===== config.mk =====
export PLATFORM = sky130hd
export DESIGN_NAME = pe_row_ctrl_flat
export DESIGN_NICKNAME = d
export VERILOG_FILES = /design/src/rtl/pe_row_ctrl_pkg.sv /design/src/rtl/pe_row_ctrl_if.sv /design/src/rtl/pe_row_ctrl.sv /design/src/flat_wrapper.sv
export SDC_FILE = /design/constraint.sdc
export NUM_CORES = 1
export LEC_CHECK = 0
export ABC_CLOCK_PERIOD_IN_PS = 1910
export CAP_MARGIN = 10
export CORE_ASPECT_RATIO = 0.9
export CORE_MARGIN = 2
export CORE_UTILIZATION = 50
export DETAILED_ROUTE_END_ITERATION = 8
export PLACE_DENSITY = 0.77
export SYNTH_ARGS = -nofsm -noshare
export SYNTH_HDL_FRONTEND = slang
export SYNTH_SLANG_ARGS = --single-unit
export TNS_END_PERCENT = 50

===== constraint.sdc =====
create_clock -name clk -period 1.91 [get_ports clk]
set_input_delay 0.191 -clock clk [delete_from_list [all_inputs] [get_ports clk]]
set_output_delay 0.191 -clock clk [all_outputs]
set_load 0.05 [all_outputs]

===== src/rtl/pe_row_ctrl_pkg.sv =====
// pe_row_ctrl_pkg: shared defaults and FSM state encoding for the PE row sequencer.
package pe_row_ctrl_pkg;
   localparam int NUM_PE_DEF    = 3;
   localparam int MUL_LAT_DEF   = 3;
   localparam int CNT_WIDTH_DEF = 8;
   typedef enum logic [2:0] {IDLE, LOAD_W, STREAM, DRAIN, DONE} state_e;
endpackage


===== src/rtl/pe_row_ctrl_if.sv =====
// pe_row_ctrl_if: scheduler, weight/data source and PE-row signals of the row sequencer.
interface pe_row_ctrl_if
   import pe_row_ctrl_pkg::*;
#(
   parameter int NUM_PE    = NUM_PE_DEF,
   parameter int CNT_WIDTH = CNT_WIDTH_DEF
);
   logic                 start_i;
   logic [CNT_WIDTH-1:0] num_out_i;
   logic                 weight_req_o;
   logic                 weight_val_i;
   logic [NUM_PE-1:0]    pe_weight_val_o;
   logic                 data_req_o;
   logic                 data_val_i;
   logic                 pe_data_val_o;
   logic                 psum_val_i;
   logic [CNT_WIDTH-1:0] out_cnt_o;
   logic                 busy_o;
   logic                 done_o;
   logic                 err_o;
   modport slave (
      input  start_i, num_out_i, weight_val_i, data_val_i, psum_val_i,
      output weight_req_o, pe_weight_val_o, data_req_o, pe_data_val_o, out_cnt_o, busy_o, done_o, err_o
   );
   modport master (
      output start_i, num_out_i, weight_val_i, data_val_i, psum_val_i,
      input  weight_req_o, pe_weight_val_o, data_req_o, pe_data_val_o, out_cnt_o, busy_o, done_o, err_o
   );
endinterface


===== src/rtl/pe_row_ctrl.sv =====
// pe_row_ctrl: loads one weight per PE, streams n data words to the row, then counts psum returns.
module pe_row_ctrl
   import pe_row_ctrl_pkg::*;
#(
   parameter int NUM_PE    = NUM_PE_DEF,
   parameter int MUL_LAT   = MUL_LAT_DEF,
   parameter int CNT_WIDTH = CNT_WIDTH_DEF
) (
   input logic          clk,
   input logic          rst,
   pe_row_ctrl_if.slave bus_io
);
   localparam int WW  = NUM_PE > 1 ? $clog2(NUM_PE) : 1;
   localparam int WDW = $clog2(MUL_LAT + 3);
   state_e               state_q;
   logic [CNT_WIDTH-1:0] n_q, issued_q, cnt_q, cnt_d;
   logic [WW-1:0]        w_idx_q;
   logic [WDW-1:0]       wd_q;
   logic                 err_q, w_acc, d_acc, counting, last_w, last_d, wd_fire;
   assign bus_io.weight_req_o    = state_q == LOAD_W && n_q != '0;
   assign w_acc                  = bus_io.weight_val_i & bus_io.weight_req_o;
   assign bus_io.pe_weight_val_o = w_acc ? NUM_PE'(1) << w_idx_q : '0;
   assign bus_io.data_req_o      = state_q == STREAM && issued_q < n_q;
   assign d_acc                  = bus_io.data_val_i & bus_io.data_req_o;
   assign bus_io.pe_data_val_o   = d_acc;
   assign bus_io.out_cnt_o       = cnt_q;
   assign bus_io.busy_o          = state_q != IDLE;
   assign bus_io.done_o          = state_q == DONE;
   assign bus_io.err_o           = err_q;
   // returns only count while the row can legitimately be producing them
   assign counting = (state_q == STREAM || state_q == DRAIN) && bus_io.psum_val_i;
   assign cnt_d    = &cnt_q ? cnt_q : cnt_q + CNT_WIDTH'(1);
   assign last_w   = w_idx_q == WW'(NUM_PE - 1);
   assign last_d   = issued_q + CNT_WIDTH'(1) == n_q;
   assign wd_fire  = !bus_io.psum_val_i && wd_q == WDW'(MUL_LAT + 1);
   always_ff @(posedge clk) begin
      if (rst) begin
         state_q  <= IDLE;
         n_q      <= '0;
         issued_q <= '0;
         cnt_q    <= '0;
         w_idx_q  <= '0;
         wd_q     <= '0;
         err_q    <= 1'b0;
      end else begin
         if (counting) begin
            cnt_q <= cnt_d;
            if (cnt_q >= n_q) err_q <= 1'b1;
         end
         case (state_q)
            IDLE: if (bus_io.start_i) begin
               n_q     <= bus_io.num_out_i;
               cnt_q   <= '0;
               err_q   <= 1'b0;
               w_idx_q <= '0;
               state_q <= LOAD_W;
            end
            LOAD_W: if (n_q == '0) state_q <= DONE;
            else if (w_acc) begin
               w_idx_q <= w_idx_q + WW'(1);
               if (last_w) begin
                  issued_q <= '0;
                  state_q  <= STREAM;
               end
            end
            STREAM: begin
               wd_q <= '0;
               if (d_acc) begin
                  issued_q <= issued_q + CNT_WIDTH'(1);
                  if (last_d) state_q <= DRAIN;
               end
            end
            // silence for MUL_LAT+2 cycles means a return was lost
            DRAIN: if (cnt_q == n_q) state_q <= DONE;
            else if (wd_fire) begin
               err_q   <= 1'b1;
               state_q <= DONE;
            end else wd_q <= bus_io.psum_val_i ? '0 : wd_q + WDW'(1);
            DONE: state_q <= IDLE;
            default: state_q <= IDLE;
         endcase
      end
   end
endmodule


===== src/flat_wrapper.sv =====
// flat-port wrapper written by rule: the top's interface ports become plain ports
module pe_row_ctrl_flat import pe_row_ctrl_pkg::*;
#(
   parameter int NUM_PE    = NUM_PE_DEF,
   parameter int MUL_LAT   = MUL_LAT_DEF,
   parameter int CNT_WIDTH = CNT_WIDTH_DEF
)
  (clk, rst, bus_io_start_i, bus_io_num_out_i, bus_io_weight_val_i, bus_io_data_val_i, bus_io_psum_val_i, bus_io_weight_req_o, bus_io_pe_weight_val_o, bus_io_data_req_o, bus_io_pe_data_val_o, bus_io_out_cnt_o, bus_io_busy_o, bus_io_done_o, bus_io_err_o);
  pe_row_ctrl_if #(.NUM_PE(NUM_PE), .CNT_WIDTH(CNT_WIDTH)) bus_io_i ();
  input logic clk;
  input logic rst;
  input wire logic [$bits(bus_io_i.start_i)-1:0] bus_io_start_i;
  input wire logic [$bits(bus_io_i.num_out_i)-1:0] bus_io_num_out_i;
  input wire logic [$bits(bus_io_i.weight_val_i)-1:0] bus_io_weight_val_i;
  input wire logic [$bits(bus_io_i.data_val_i)-1:0] bus_io_data_val_i;
  input wire logic [$bits(bus_io_i.psum_val_i)-1:0] bus_io_psum_val_i;
  output wire logic [$bits(bus_io_i.weight_req_o)-1:0] bus_io_weight_req_o;
  output wire logic [$bits(bus_io_i.pe_weight_val_o)-1:0] bus_io_pe_weight_val_o;
  output wire logic [$bits(bus_io_i.data_req_o)-1:0] bus_io_data_req_o;
  output wire logic [$bits(bus_io_i.pe_data_val_o)-1:0] bus_io_pe_data_val_o;
  output wire logic [$bits(bus_io_i.out_cnt_o)-1:0] bus_io_out_cnt_o;
  output wire logic [$bits(bus_io_i.busy_o)-1:0] bus_io_busy_o;
  output wire logic [$bits(bus_io_i.done_o)-1:0] bus_io_done_o;
  output wire logic [$bits(bus_io_i.err_o)-1:0] bus_io_err_o;
  assign bus_io_i.start_i = bus_io_start_i;
  assign bus_io_i.num_out_i = bus_io_num_out_i;
  assign bus_io_i.weight_val_i = bus_io_weight_val_i;
  assign bus_io_i.data_val_i = bus_io_data_val_i;
  assign bus_io_i.psum_val_i = bus_io_psum_val_i;
  assign bus_io_weight_req_o = bus_io_i.weight_req_o;
  assign bus_io_pe_weight_val_o = bus_io_i.pe_weight_val_o;
  assign bus_io_data_req_o = bus_io_i.data_req_o;
  assign bus_io_pe_data_val_o = bus_io_i.pe_data_val_o;
  assign bus_io_out_cnt_o = bus_io_i.out_cnt_o;
  assign bus_io_busy_o = bus_io_i.busy_o;
  assign bus_io_done_o = bus_io_i.done_o;
  assign bus_io_err_o = bus_io_i.err_o;
  pe_row_ctrl #(.NUM_PE(NUM_PE), .MUL_LAT(MUL_LAT), .CNT_WIDTH(CNT_WIDTH)) u_core (.clk(clk), .rst(rst), .bus_io(bus_io_i));
endmodule

# Word level (Yosys, flattened, before mapping)

Cells that the tools add are included.

Register bits after elaboration: 33
Latch bits: 0
RAM bits: 0
ROM bits: 0
Bits of input ports: 14
Output and inout bits: 17
Word-level logic and storage cells: 87
Memories kept: 0

$add $sub $neg: 4
Multiply operators: 0
Div/mod/pow operators: 0
Order comparisons: 2
Equal/unequal tests: 19
Shift-type cells: 1
Mux-type cells: 33
Bitwise operators: 2
Reduce and logical (&&, ||, !) cells: 19

Operator list:

| cell                                                                  | number |
|---|---|
| 8-bit two-way mux                                                     | 8 |
| 3-bit two-way mux                                                     | 12 |
| 8-bit by 1-bit adder with 8-bit output, second input constant         | 2 |
| 8-bit equality test                                                   | 2 |
| 8-bit one-hot mux with 2 select lines                                 | 1 |
| 3-bit one-hot mux with 4 select lines                                 | 1 |
| 2-bit != test, second input constant                                  | 5 |
| 3-bit by 2-bit != test with 1-bit output, second input constant       | 3 |
| 8-bit greater-or-equal comparator                                     | 1 |
| 8-bit zero test                                                       | 1 |
| 8-bit less-than comparator                                            | 1 |
| 8-bit AND reduction                                                   | 1 |
| 8-bit nonzero test                                                    | 1 |
| 3-bit by 2-bit equality test with 1-bit output, second input constant | 2 |
| 3-bit equality test, second input constant                            | 2 |
| 2-bit two-way mux                                                     | 3 |
| 2-bit by 1-bit != test with 1-bit output, second input constant       | 3 |
| 3-bit one-hot mux with 2 select lines                                 | 1 |
| 6-bit AND reduction                                                   | 1 |
| 2-bit nonzero test                                                    | 3 |
| 1-bit two-way mux                                                     | 5 |
| 5-bit AND reduction                                                   | 1 |
| 1-bit logical AND                                                     | 4 |
| 2-bit one-hot mux with 2 select lines                                 | 1 |
| 14 further kinds                                                      | 15 |

# Longest topological paths before layout

Gate-level depths: netlist (run 1).

Depth after elaboration: 7
Gate-level depth with buffers: 9
Depth with buffers taken out: 9

# Worst setup path before layout (run 1)

OpenSTA, ideal clock, no wires.

Kind: reg2out
Start point: reg u_core.n_q[3]
End point: out bus_io_data_req_o
Arrival time: 2.511 ns
Slack: -0.792 ns
Cell stages (with the launch flop): 9
Cell sequence: dfxtp_1 > clkbuf_1 > inv_1 > ha_1 > o211ai_1 > a21oi_1 > o21ai_0 > nand2b_1 > a211oi_1

Word-level cells in the longest chain between the ends: 2

Ends and longest elaborated chain:

| what                       | line               | RTL |
|---|---|---|
| start: declaration         | pe_row_ctrl.sv:16  | `logic [CNT_WIDTH-1:0] n_q, issued_q, cnt_q, cnt_d;` |
| start signal: assignment   | pe_row_ctrl.sv:52  | `n_q <= bus_io.num_out_i;` |
| 8-bit less-than comparator | pe_row_ctrl.sv:23  | `assign bus_io.data_req_o = state_q == STREAM && issued_q < n_q;` |
| 1-bit logical AND          | pe_row_ctrl.sv:23  |  |
| end: declaration           | flat_wrapper.sv:19 | `output wire logic [$bits(bus_io_i.data_req_o)-1:0] bus_io_data_req_o;` |

No other way between the ends.

# Worst setup path after layout (run 1)

Start point: reg u_core.n_q[1]
End point: out bus_io_pe_data_val_o

Word-level cells in the longest chain between the ends: 3

Ends and longest elaborated chain:

| what                       | line               | RTL |
|---|---|---|
| 8-bit less-than comparator | pe_row_ctrl.sv:23  |  |
| 1-bit logical AND          | pe_row_ctrl.sv:23  |  |
| 1-bit AND                  | pe_row_ctrl.sv:24  | `assign d_acc = bus_io.data_val_i & bus_io.data_req_o;` |
| end: declaration           | flat_wrapper.sv:20 | `output wire logic [$bits(bus_io_i.pe_data_val_o)-1:0] bus_io_pe_data_val_o;` |

No other way between the ends.

==> results of run 1 <==
==> path summary, 6_finish.rpt <==
| path | from | endpoint | slack, ns | cells past startpoint |
|---|---|---|---|---|
| worst max-delay path | u_core.n_q[1]$_SDFFE_PP0P_ | bus_io_pe_data_val_o | -0.17 | 8 |
| worst min-delay path | bus_io_num_out_i[3] | u_core.n_q[3]$_SDFFE_PP0P_ | 0.44 | 3 |
| worst max register to register | u_core.n_q[1]$_SDFFE_PP0P_ | u_core.issued_q[5]$_SDFFE_PP0P_ | -0.10 | 8 |
| worst min register to register | u_core.wd_q[2]$_SDFFE_PP0P_ | u_core.wd_q[2]$_SDFFE_PP0P_ | 0.48 | 2 |
==> tightest hold or removal path: cells and delay by family <==
kind / cells / cell delay, ns
simple gates: 1 / 0.06
buf+inv: 1 / 0.40
compound gates: 1 / 0.06
==> routing by layer <==
metal	up-vias	track usage [%]	wire length [um]
met2	71	41.9	2990
met1	1084	33.5	2820
met5	-	0	0
li1	1150	-	-
met3	21	4.78	273
met4	0	11.4	168
==> cell type report <==
cell class | count | area [um^2] | share of cell area (%)
Multi-Input combinational cell | 223 | 1700 | 52.1
Sequential cell | 33 | 678 | 20.8
Timing Repair Buffer | 70 | 622 | 19.1
Clock buffer | 6 | 82.6 | 2.54
Tap cell | 62 | 77.6 | 2.38
Inverter | 16 | 63.8 | 1.96
Clock inverter | 2 | 37.5 | 1.15
==> repair_timing <==
item                                    in CTS  in global routing
endpoints found under the setup margin      12                 19
buffers inserted                             4                  2
gates resized for setup                     15                 23
pin swaps                                   16                 10
hold buffers                                 0                  0
==> kinds of logic (layout without fill, tap and decap cells) <==
kind of cell | Yosys count | in the layout
compound gates | 71 | 71
fa+ha+maj | 23 | 23
simple gates | 109 | 109
mux | 4 | 4
flops | 33 | 33
buf+inv | 25 | 94
xor+xnor | 16 | 16
==> cells in the mapped netlist, drive strengths merged <==
cell,number
o211ai,1
xor2,7
and2,1
a21o,7
buf,1
o22a,1
nand4b,1
nor2,18
o211a,1
nand3,8
o21a,1
a221oi,1
nand2b,6
o21ai,10
and3,12
clkbuf,8
mux2,1
or3,3
nand3b,3
mux2i,3
nor4b,1
o31ai,7
nor3,6
nand4,5
inv,16
ha,23
o21bai,1
nor2b,4
o31a,2
o32a,2
nor3b,2
xnor2,9
or3b,1
a211oi,4
nand2,34
a21boi,1
a21oi,28
dfxtp,33
a31oi,3
a41oi,1
nor4,4
==> placed cells by master, fill, tap and decap left out, drive strengths merged, types with 4 or more instances in the layout <==
cell type | Yosys | layout
buf | 1 | 48
nand2 | 34 | 34
dfxtp | 33 | 33
a21oi | 28 | 28
ha | 23 | 23
clkdlybuf4s50 | 0 | 22
nor2 | 18 | 18
inv | 16 | 15
and3 | 12 | 12
o21ai | 10 | 10
xnor2 | 9 | 9
nand3 | 8 | 8
a21o | 7 | 7
xor2 | 7 | 7
o31ai | 7 | 7
nor3 | 6 | 6
clkbuf | 8 | 6
nand2b | 6 | 6
nand4 | 5 | 5
nor2b | 4 | 4
nor4 | 4 | 4
a211oi | 4 | 4
==> sequential cells by signal, summed over array words and instances, names as in the netlist <==
signal / cells
u_core.n_q: 8
u_core.issued_q: 8
u_core.bus_io.err_o: 1
u_core.bus_io.out_cnt_o: 8
u_core.wd_q: 3
u_core.state_q: 3
u_core.w_idx_q: 2
==> power breakdown <==
part / switching (mW) / internal, mW / total (mW) / leakage [nW]
registers: 0.0836 / 0.765 / 0.849 / 0.274
logic: 1.09 / 0.856 / 1.95 / 0.972
clock network: 0.285 / 0.424 / 0.710 / 0.0574
total: 1.46 / 2.05 / 3.50 / 1.30
==> stage by stage <==
| stage | setup slack (ns) | power [mW] | hold WS [ns] | util (%) |
|---|---|---|---|---|
| 2_1_floorplan | -0.0173 | 1.90 | 0.319 | - |
| 3_3_place_gp | -0.0638 | 2.47 | 0.454 | 66.7 |
| 3_5_place_dp | -0.0776 | 2.49 | 0.461 | 66.7 |
| 4_1_cts | -0.210 | 3.34 | 0.431 | 72.0 |
| 5_1_grt | -0.270 | 3.70 | 0.448 | 74.5 |
| 6_report | -0.174 | 3.50 | 0.443 | 74.5 |
==> impl_metrics.toml, run 1 <==
[status]
status = "complete, but fails checks"
violations = "negative setup slack"

[grt]
grt_overflow = 0
grt_start_max_net_pins = 12
grtUsageTotal_pct = 25.8
grt_pass1_vias = 2159
grt_pass1_wl_mm = 9.89
antenna_found_initial = 0

[die]
io_pins = 31
rows = 23
die_w_um = 74.5
die_h_um = 67.5
core_um2 = 4370
start_util_pct = 51.2
fp.dieArea_um2 = 5030

[worst_setup_path]
path_buf_inv = 3
cp_data_required_time_ns = 1.72
critPathTopFamily = "compound AO/OA/AOI/OAI gates"
critical-path-max-stage-delay_ns = 0.34
cpMaxStageDelayCell = "dfxtp_2"
critical_path_class = "reg2out"
cp-start-kind = "register"
critPathArrivalTime_ns = 1.89
worst-path-max-fanout = 3
path_cells = "inv_2, ha_4, nor2b_4, o21ai_2, a21oi_2, o31a_1, clkinvlp_4, buf_12"
cp-end-kind = "primary output"

[routing]
wl_per_cell_um = 15.2
postRouteAntennaNets = 0
wl_mm = 6.26
viasPerCell = 5.65
drt_pass1_iterations = 4
drtIter0Drc = 193
drc_errors = 0
vias = 2326

[placed_design]
portBuffers = 30
gp_congestion = 0.990
hpwl_mm = 4.26
dp.cells = 399
place_area_um2 = 2920

[timing]
fin_crit_sh_pct = 109
relSlewSlack_pct = 66.4
fin_setup_tns_ns = -0.712
fin_ws_ns = -0.174
maxSlewViolCount = 0
fmax_mhz = 480
clock_skew_ns = 0.00419
worst_pin_slew_ns = 0.503
hold_viol = 0
rsz0062_at_grt = "yes"
setup_viol = 8
min_period_ns = 2.08

[cells_and_area]
n_fill_cell = 305
fin_nets = 386
fin_cells = 412
design_area_um2 = 3260
n_antenna_cell = 0
drive_gt1_share_pct = 30.3
syn_to_final_growth_pct = 45.4

[cts]
cts_sinks = 33
clk_latency_ns = 0.30
clk_path_buf_depth = 2
htree_levels = 2
clockRootBuffer = "clkbuf_8"
cts_tree = "yes"
cts_buffers = 5
clk_pin_slew_worst_paths_ns = 0.07

[power_and_ir_drop]
p_leak_nw = 1.30
pwr_density_cell_nw_per_um2 = 1080
ir_drop_uv = 805

[yosys]
yosys_warnings = 0
synthAdderAreaFrac_pct = 12.8
synth.avg_cell_area_um2 = 7.97
synth_top_family_by_area = "simple AND/OR/NAND/NOR gates"
synth_xor_xnor_area_share_pct = 6.26
synth_top_area_share_pct = 29.5
synth_top_area_cell = "dfxtp_1"
yosys.area_share.simple_pct = 25.3
synth_area_leaders = "dfxtp_1, ha_1, a21oi_1"
seq_area_frac_synth_pct = 29.5
synth_seq_cells = 33
syn_area_um2 = 2240
synthDistinctLibCells = 44
synthMuxAreaShare_pct = 1.84
syn_inst = 281
synth_fp_nets = 318
synth_compound_area_share_pct = 20.0

[job]
cap_violations = 0

[hold_path]
hp-class = "in2reg"
Note: power is estimated with default switching activity, not from simulation.
==> run 2: changes to the inputs <==
--- a/config.mk
+++ b/config.mk
@@ -5,12 +5,13 @@
 export SDC_FILE = /design/constraint.sdc
 export NUM_CORES = 1
 export LEC_CHECK = 0
-export ABC_CLOCK_PERIOD_IN_PS = 1910
+export ABC_CLOCK_PERIOD_IN_PS = 1800
 export CAP_MARGIN = 10
 export CORE_ASPECT_RATIO = 0.9
 export CORE_MARGIN = 2
 export CORE_UTILIZATION = 50
 export DETAILED_ROUTE_END_ITERATION = 8
+export HOLD_SLACK_MARGIN = 0.03
 export PLACE_DENSITY = 0.77
 export SYNTH_ARGS = -nofsm -noshare
 export SYNTH_HDL_FRONTEND = slang
==> constraint.sdc (replaced) <==
create_clock -name clk -period 1.8 [get_ports clk]
set_input_delay 0.18 -clock clk [delete_from_list [all_inputs] [get_ports clk]]
set_output_delay 0.18 -clock clk [all_outputs]
set_load 0.05 [all_outputs]
==> impl_metrics.toml, run 2 (synthesized netlist as in run 1, its figures left out) <==
[worst_setup_path]
critical-path-max-stage-delay_ns = 0.36
r2r-end = "u_core.issued_q[7]$_SDFFE_PP0P_"
critPathArrivalTime_ns = 2.35
reg2regPathDepth = 9
regToRegStartpoint = "u_core.n_q[4]$_SDFFE_PP0P_"
cp-start-kind = "register"
startpoint = "u_core.n_q[4]$_SDFFE_PP0P_"
r2r_slack_ns = -0.31
path_cells = "inv_1, ha_1, a21o_1, buf_4, o31a_1, buf_4, buf_6, or3_4, a21oi_2"
critical_path_class = "reg2reg"
cp_common_cell = "buf_4"
worst-path-max-fanout = 3
cp_data_required_time_ns = 2.04
cpMaxStageDelayCell = "dfxtp_1"
cp-end-kind = "register"

[power_and_ir_drop]
p_leak_nw = 1.46
ir_drop_uv = 978
pwr_density_cell_nw_per_um2 = 1100

[cells_and_area]
final_cell_mix = "buf_4, nand2_1, clkdlybuf4s50_1, a21oi_1, ha_1"
final_common_cell = "buf_4"
n_fill_cell = 283
syn_to_final_growth_pct = 57.7
n_antenna_cell = 0
design_area_um2 = 3530
drive_gt1_share_pct = 38.6
fin_nets = 412
fin_cells = 438

[routing]
postRouteAntennaNets = 0
drt_pass1_iterations = 4
drtIter0Drc = 276
vias = 2533
viasPerCell = 5.78
wl_per_cell_um = 17.0
drc_errors = 0
wl_mm = 7.46

[grt]
grt_overflow = 0
grt_pass1_vias = 2332
grtUsageTotal_pct = 29.0
grt_start_max_net_pins = 12
antenna_found_initial = 0
grt_pass1_wl_mm = 10.9

[die]
start_util_pct = 51.2
die_h_um = 67.5
core_um2 = 4370
io_pins = 31
fp.dieArea_um2 = 5030
rows = 23
die_w_um = 74.5

[cts]
cts_sinks = 33
cts_tree = "yes"
clk_latency_ns = 0.30
clk_path_buf_depth = 2
cts_buffers = 5
ctsHoldBuffers = 0
clk_pin_slew_worst_paths_ns = 0.07
htree_levels = 2
clockRootBuffer = "clkbuf_8"

[timing]
rsz0062_at_grt = "yes"
maxSlewViolCount = 0
fin_crit_sh_pct = 117
hold_viol = 0
fin_ws_ns = -0.308
min_period_ns = 2.11
setup_viol = 16
worst_pin_slew_ns = 0.512
fmax_mhz = 474
relSlewSlack_pct = 65.8
clock_skew_ns = 0.00901

[placed_design]
hpwl_mm = 4.81
place_area_um2 = 3130
portBuffers = 30
gp_congestion = 0.875
dp.cells = 418

[job]
cap_violations = 0

[status]
status = "complete, but fails checks"
violations = "negative setup slack"

[hold_path]
hp-start = "bus_io_num_out_i[0]"
holdPathEnd = "u_core.n_q[0]$_SDFFE_PP0P_"
hold_depth = 3
hp-class = "in2reg"
[run 2: routing by layer]
layer  wire (um)  track usage, %
met5           0               0
met4         269            13.8
met3         520            7.31
met2        3580            46.9
met1        3100            35.9
[run 2: how the worst max path moves through the flow]
stage	endpoint	slack [ns]	cells past startpoint
after floorplan	bus_io_done_o	-0.11	2
after global routing	bus_io_data_req_o	-0.42	9
after detailed placement	u_core.state_q[1]$_SDFFE_PP0P_	-0.18	6
after CTS	bus_io_data_req_o	-0.29	9
final	u_core.issued_q[7]$_SDFFE_PP0P_	-0.31	9
after global placement	u_core.state_q[1]$_SDFFE_PP0P_	-0.15	6
[run 2: what timing repair did]
action / CTS / global route
cloned: 1 / 0
endpoints found under the setup margin: 20 / 27
buffers inserted: 6 / 7
gates resized for setup: 25 / 29
pin swaps: 17 / 19
[run 2: worst max-delay path, delay by kind of cell, from the launching register on]
kind,cells,cell delay [ns]
simple gates,1,0.36
flops,1,0.36
buf+inv,4,0.50
fa+ha+maj,1,0.19
compound gates,3,0.62
[run 2: area by class of cell]
cell class / instances / area, um^2 / area share (%)
multi-input cells: 224 / 1760 / 49.8
repair buffers: 95 / 863 / 24.4
inverters: 16 / 63.8 / 1.81
flip-flops and latches: 33 / 687 / 19.4
clock buffers: 6 / 72.6 / 2.05
clock inverters: 2 / 10.0 / 0.283
well taps: 62 / 77.6 / 2.20
[run 2: where the power goes]
group	leakage, nW	internal (mW)	switching [mW]
clock network	0.0450	0.268	0.298
registers	0.276	0.816	0.0931
logic	1.14	1.13	1.30
[run 2: per-stage QoR]
step                      hold slack, ns  setup WS, ns  TNS (ns)  total power, mW  utilization, %
final                              0.422        -0.308     -2.59             3.90            80.7
after global routing               0.440        -0.416     -4.50             4.10            80.7
after CTS                          0.419        -0.291     -2.01             3.65            76.7
after detailed placement           0.478        -0.182     -1.39             2.88            71.6
after global placement             0.453        -0.154     -1.14             2.82            71.6
after floorplan                    0.308        -0.106    -0.462             2.04               -
==> run 3: changes to the inputs <==
--- a/config.mk
+++ b/config.mk
@@ -13,6 +13,7 @@
 export DETAILED_ROUTE_END_ITERATION = 8
 export HOLD_SLACK_MARGIN = 0.03
 export PLACE_DENSITY = 0.77
+export SKIP_LAST_GASP = 1
 export SYNTH_ARGS = -nofsm -noshare
 export SYNTH_HDL_FRONTEND = slang
 export SYNTH_SLANG_ARGS = --single-unit
==> impl_metrics.toml, run 3 (synthesized netlist as in run 1, its figures left out) <==
[routing]
vias = 2480
viasPerCell = 5.69
drtIter0Drc = 288
drt_pass1_iterations = 6
wl_per_cell_um = 16.2
postRouteAntennaNets = 0
wl_mm = 7.06
drc_errors = 0

[timing]
rsz0062_at_grt = "yes"
fin_crit_sh_pct = 118
maxSlewViolCount = 0
setup_viol = 15
fin_setup_tns_ns = -2.82
clock_skew_ns = 0.00376
hold_viol = 0
worst_pin_slew_ns = 0.500
fin_ws_ns = -0.318
relSlewSlack_pct = 66.6
min_period_ns = 2.12
fmax_mhz = 472

[grt]
grt_overflow = 0
grt_start_max_net_pins = 12
grt_pass1_wl_mm = 10.8
grt_pass1_vias = 2342
grtUsageTotal_pct = 28.8
antenna_found_initial = 0

[cts]
cts_buffers = 5
clk_latency_ns = 0.30
cts_tree = "yes"
clk_path_buf_depth = 2
clockRootBuffer = "clkbuf_8"
htree_levels = 2
clk_pin_slew_worst_paths_ns = 0.07
cts_sinks = 33

[die]
fp.dieArea_um2 = 5030
rows = 23
die_h_um = 67.5
core_um2 = 4370
start_util_pct = 51.2
io_pins = 31
die_w_um = 74.5

[power_and_ir_drop]
total_power_mw = 3.75
pwr_density_cell_nw_per_um2 = 1090
ir_drop_uv = 901
p_leak_nw = 1.42

[cells_and_area]
final_common_cell = "buf_4"
final_cell_mix = "buf_4, nand2_1, a21oi_1, clkdlybuf4s50_1, ha_1"
drive_gt1_share_pct = 35.3
n_antenna_cell = 0
syn_to_final_growth_pct = 53.7
fin_cells = 436
fin_nets = 410
final_util_pct = 78.7

[worst_setup_path]
reg2regPathDepth = 9
regToRegStartpoint = "u_core.n_q[1]$_SDFFE_PP0P_"
r2r_slack_ns = -0.27
critical_path_class = "reg2out"
cp-end-kind = "primary output"
worst-path-max-fanout = 3
critPathArrivalTime_ns = 1.94
cp-start-kind = "register"
r2r-end = "u_core.state_q[1]$_SDFFE_PP0P_"
cp_data_required_time_ns = 1.62

[hold_path]
hp-start = "bus_io_num_out_i[2]"
hold_depth = 3
holdPathEnd = "u_core.n_q[2]$_SDFFE_PP0P_"
hp-class = "in2reg"

[job]
cap_violations = 0

[status]
status = "complete, but fails checks"
violations = "negative setup slack"

[placed_design]
dp.cells = 418
portBuffers = 30
hpwl_mm = 4.81
gp_congestion = 0.875
place_ws_ns = -0.182
run 3: power breakdown:
group          internal (mW)  switching [mW]  total, mW
Sequential             0.812          0.0876      0.900
Combinational           1.04            1.25       2.30
Clock                  0.268           0.290      0.557
Total                   2.12            1.63       3.75
run 3: how the worst max path moves through the flow:
stage	startpoint	end	slack, ns	cells after the start
global placement	bus_io_data_val_i	u_core.state_q[1]$_SDFFE_PP0P_	-0.15	6
CTS	u_core.n_q[1]$_SDFFE_PP0P_	bus_io_data_req_o	-0.29	9
global route	u_core.n_q[1]$_SDFFE_PP0P_	bus_io_data_req_o	-0.42	9
finish	u_core.n_q[1]$_SDFFE_PP0P_	bus_io_pe_data_val_o	-0.32	8
floorplan	u_core.state_q[0]$_SDFFE_PP0P_	bus_io_done_o	-0.11	2
detailed placement	bus_io_data_val_i	u_core.state_q[1]$_SDFFE_PP0P_	-0.18	6
run 3: through the flow:
step                area [um^2]  hold WS (ns)
floorplan                  2360         0.308
global placement           3130         0.453
detailed placement         3130         0.478
CTS                        3320         0.427
global route               3440         0.441
finish                     3440         0.419
run 3: what timing repair did:
| item | in CTS | in global routing |
|---|---|---|
| setup buffers | 6 | 5 |
| hold buffers | 0 | 0 |
| hold endpoints to repair | 0 | 0 |
| endpoints found under the setup margin | 20 | 27 |
| cloned | 1 | 0 |
| gates resized for setup | 18 | 20 |
| pin swaps | 7 | 20 |
run 3: routing by layer:
metal / global-route usage (%) / vias to the layer above / wire length (um)
li1: - / 1200 / -
met1: 35.0 / 1167 / 3070
met2: 47.6 / 91 / 3390
met3: 7.16 / 22 / 384
met4: 14.1 / 0 / 210
met5: 0 / - / 0
run 3: layout make-up:
class / instances / area, um^2
fillers: 295 / 931
multi-input cells: 224 / 1690
well taps: 62 / 77.6
repair buffers: 93 / 842
inverters: 16 / 63.8
clock inverters: 2 / 10.0
clock buffers: 6 / 72.6
flip-flops and latches: 33 / 686
run 3: worst max-delay path, stage by stage, from the launching register on:
cell	delay, ns
dfxtp_2	0.34
inv_2	0.05
ha_4	0.25
nor2b_4	0.12
o21ai_2	0.07
a21oi_2	0.18
o31a_1	0.27
clkinvlp_4	0.18
buf_12	0.17
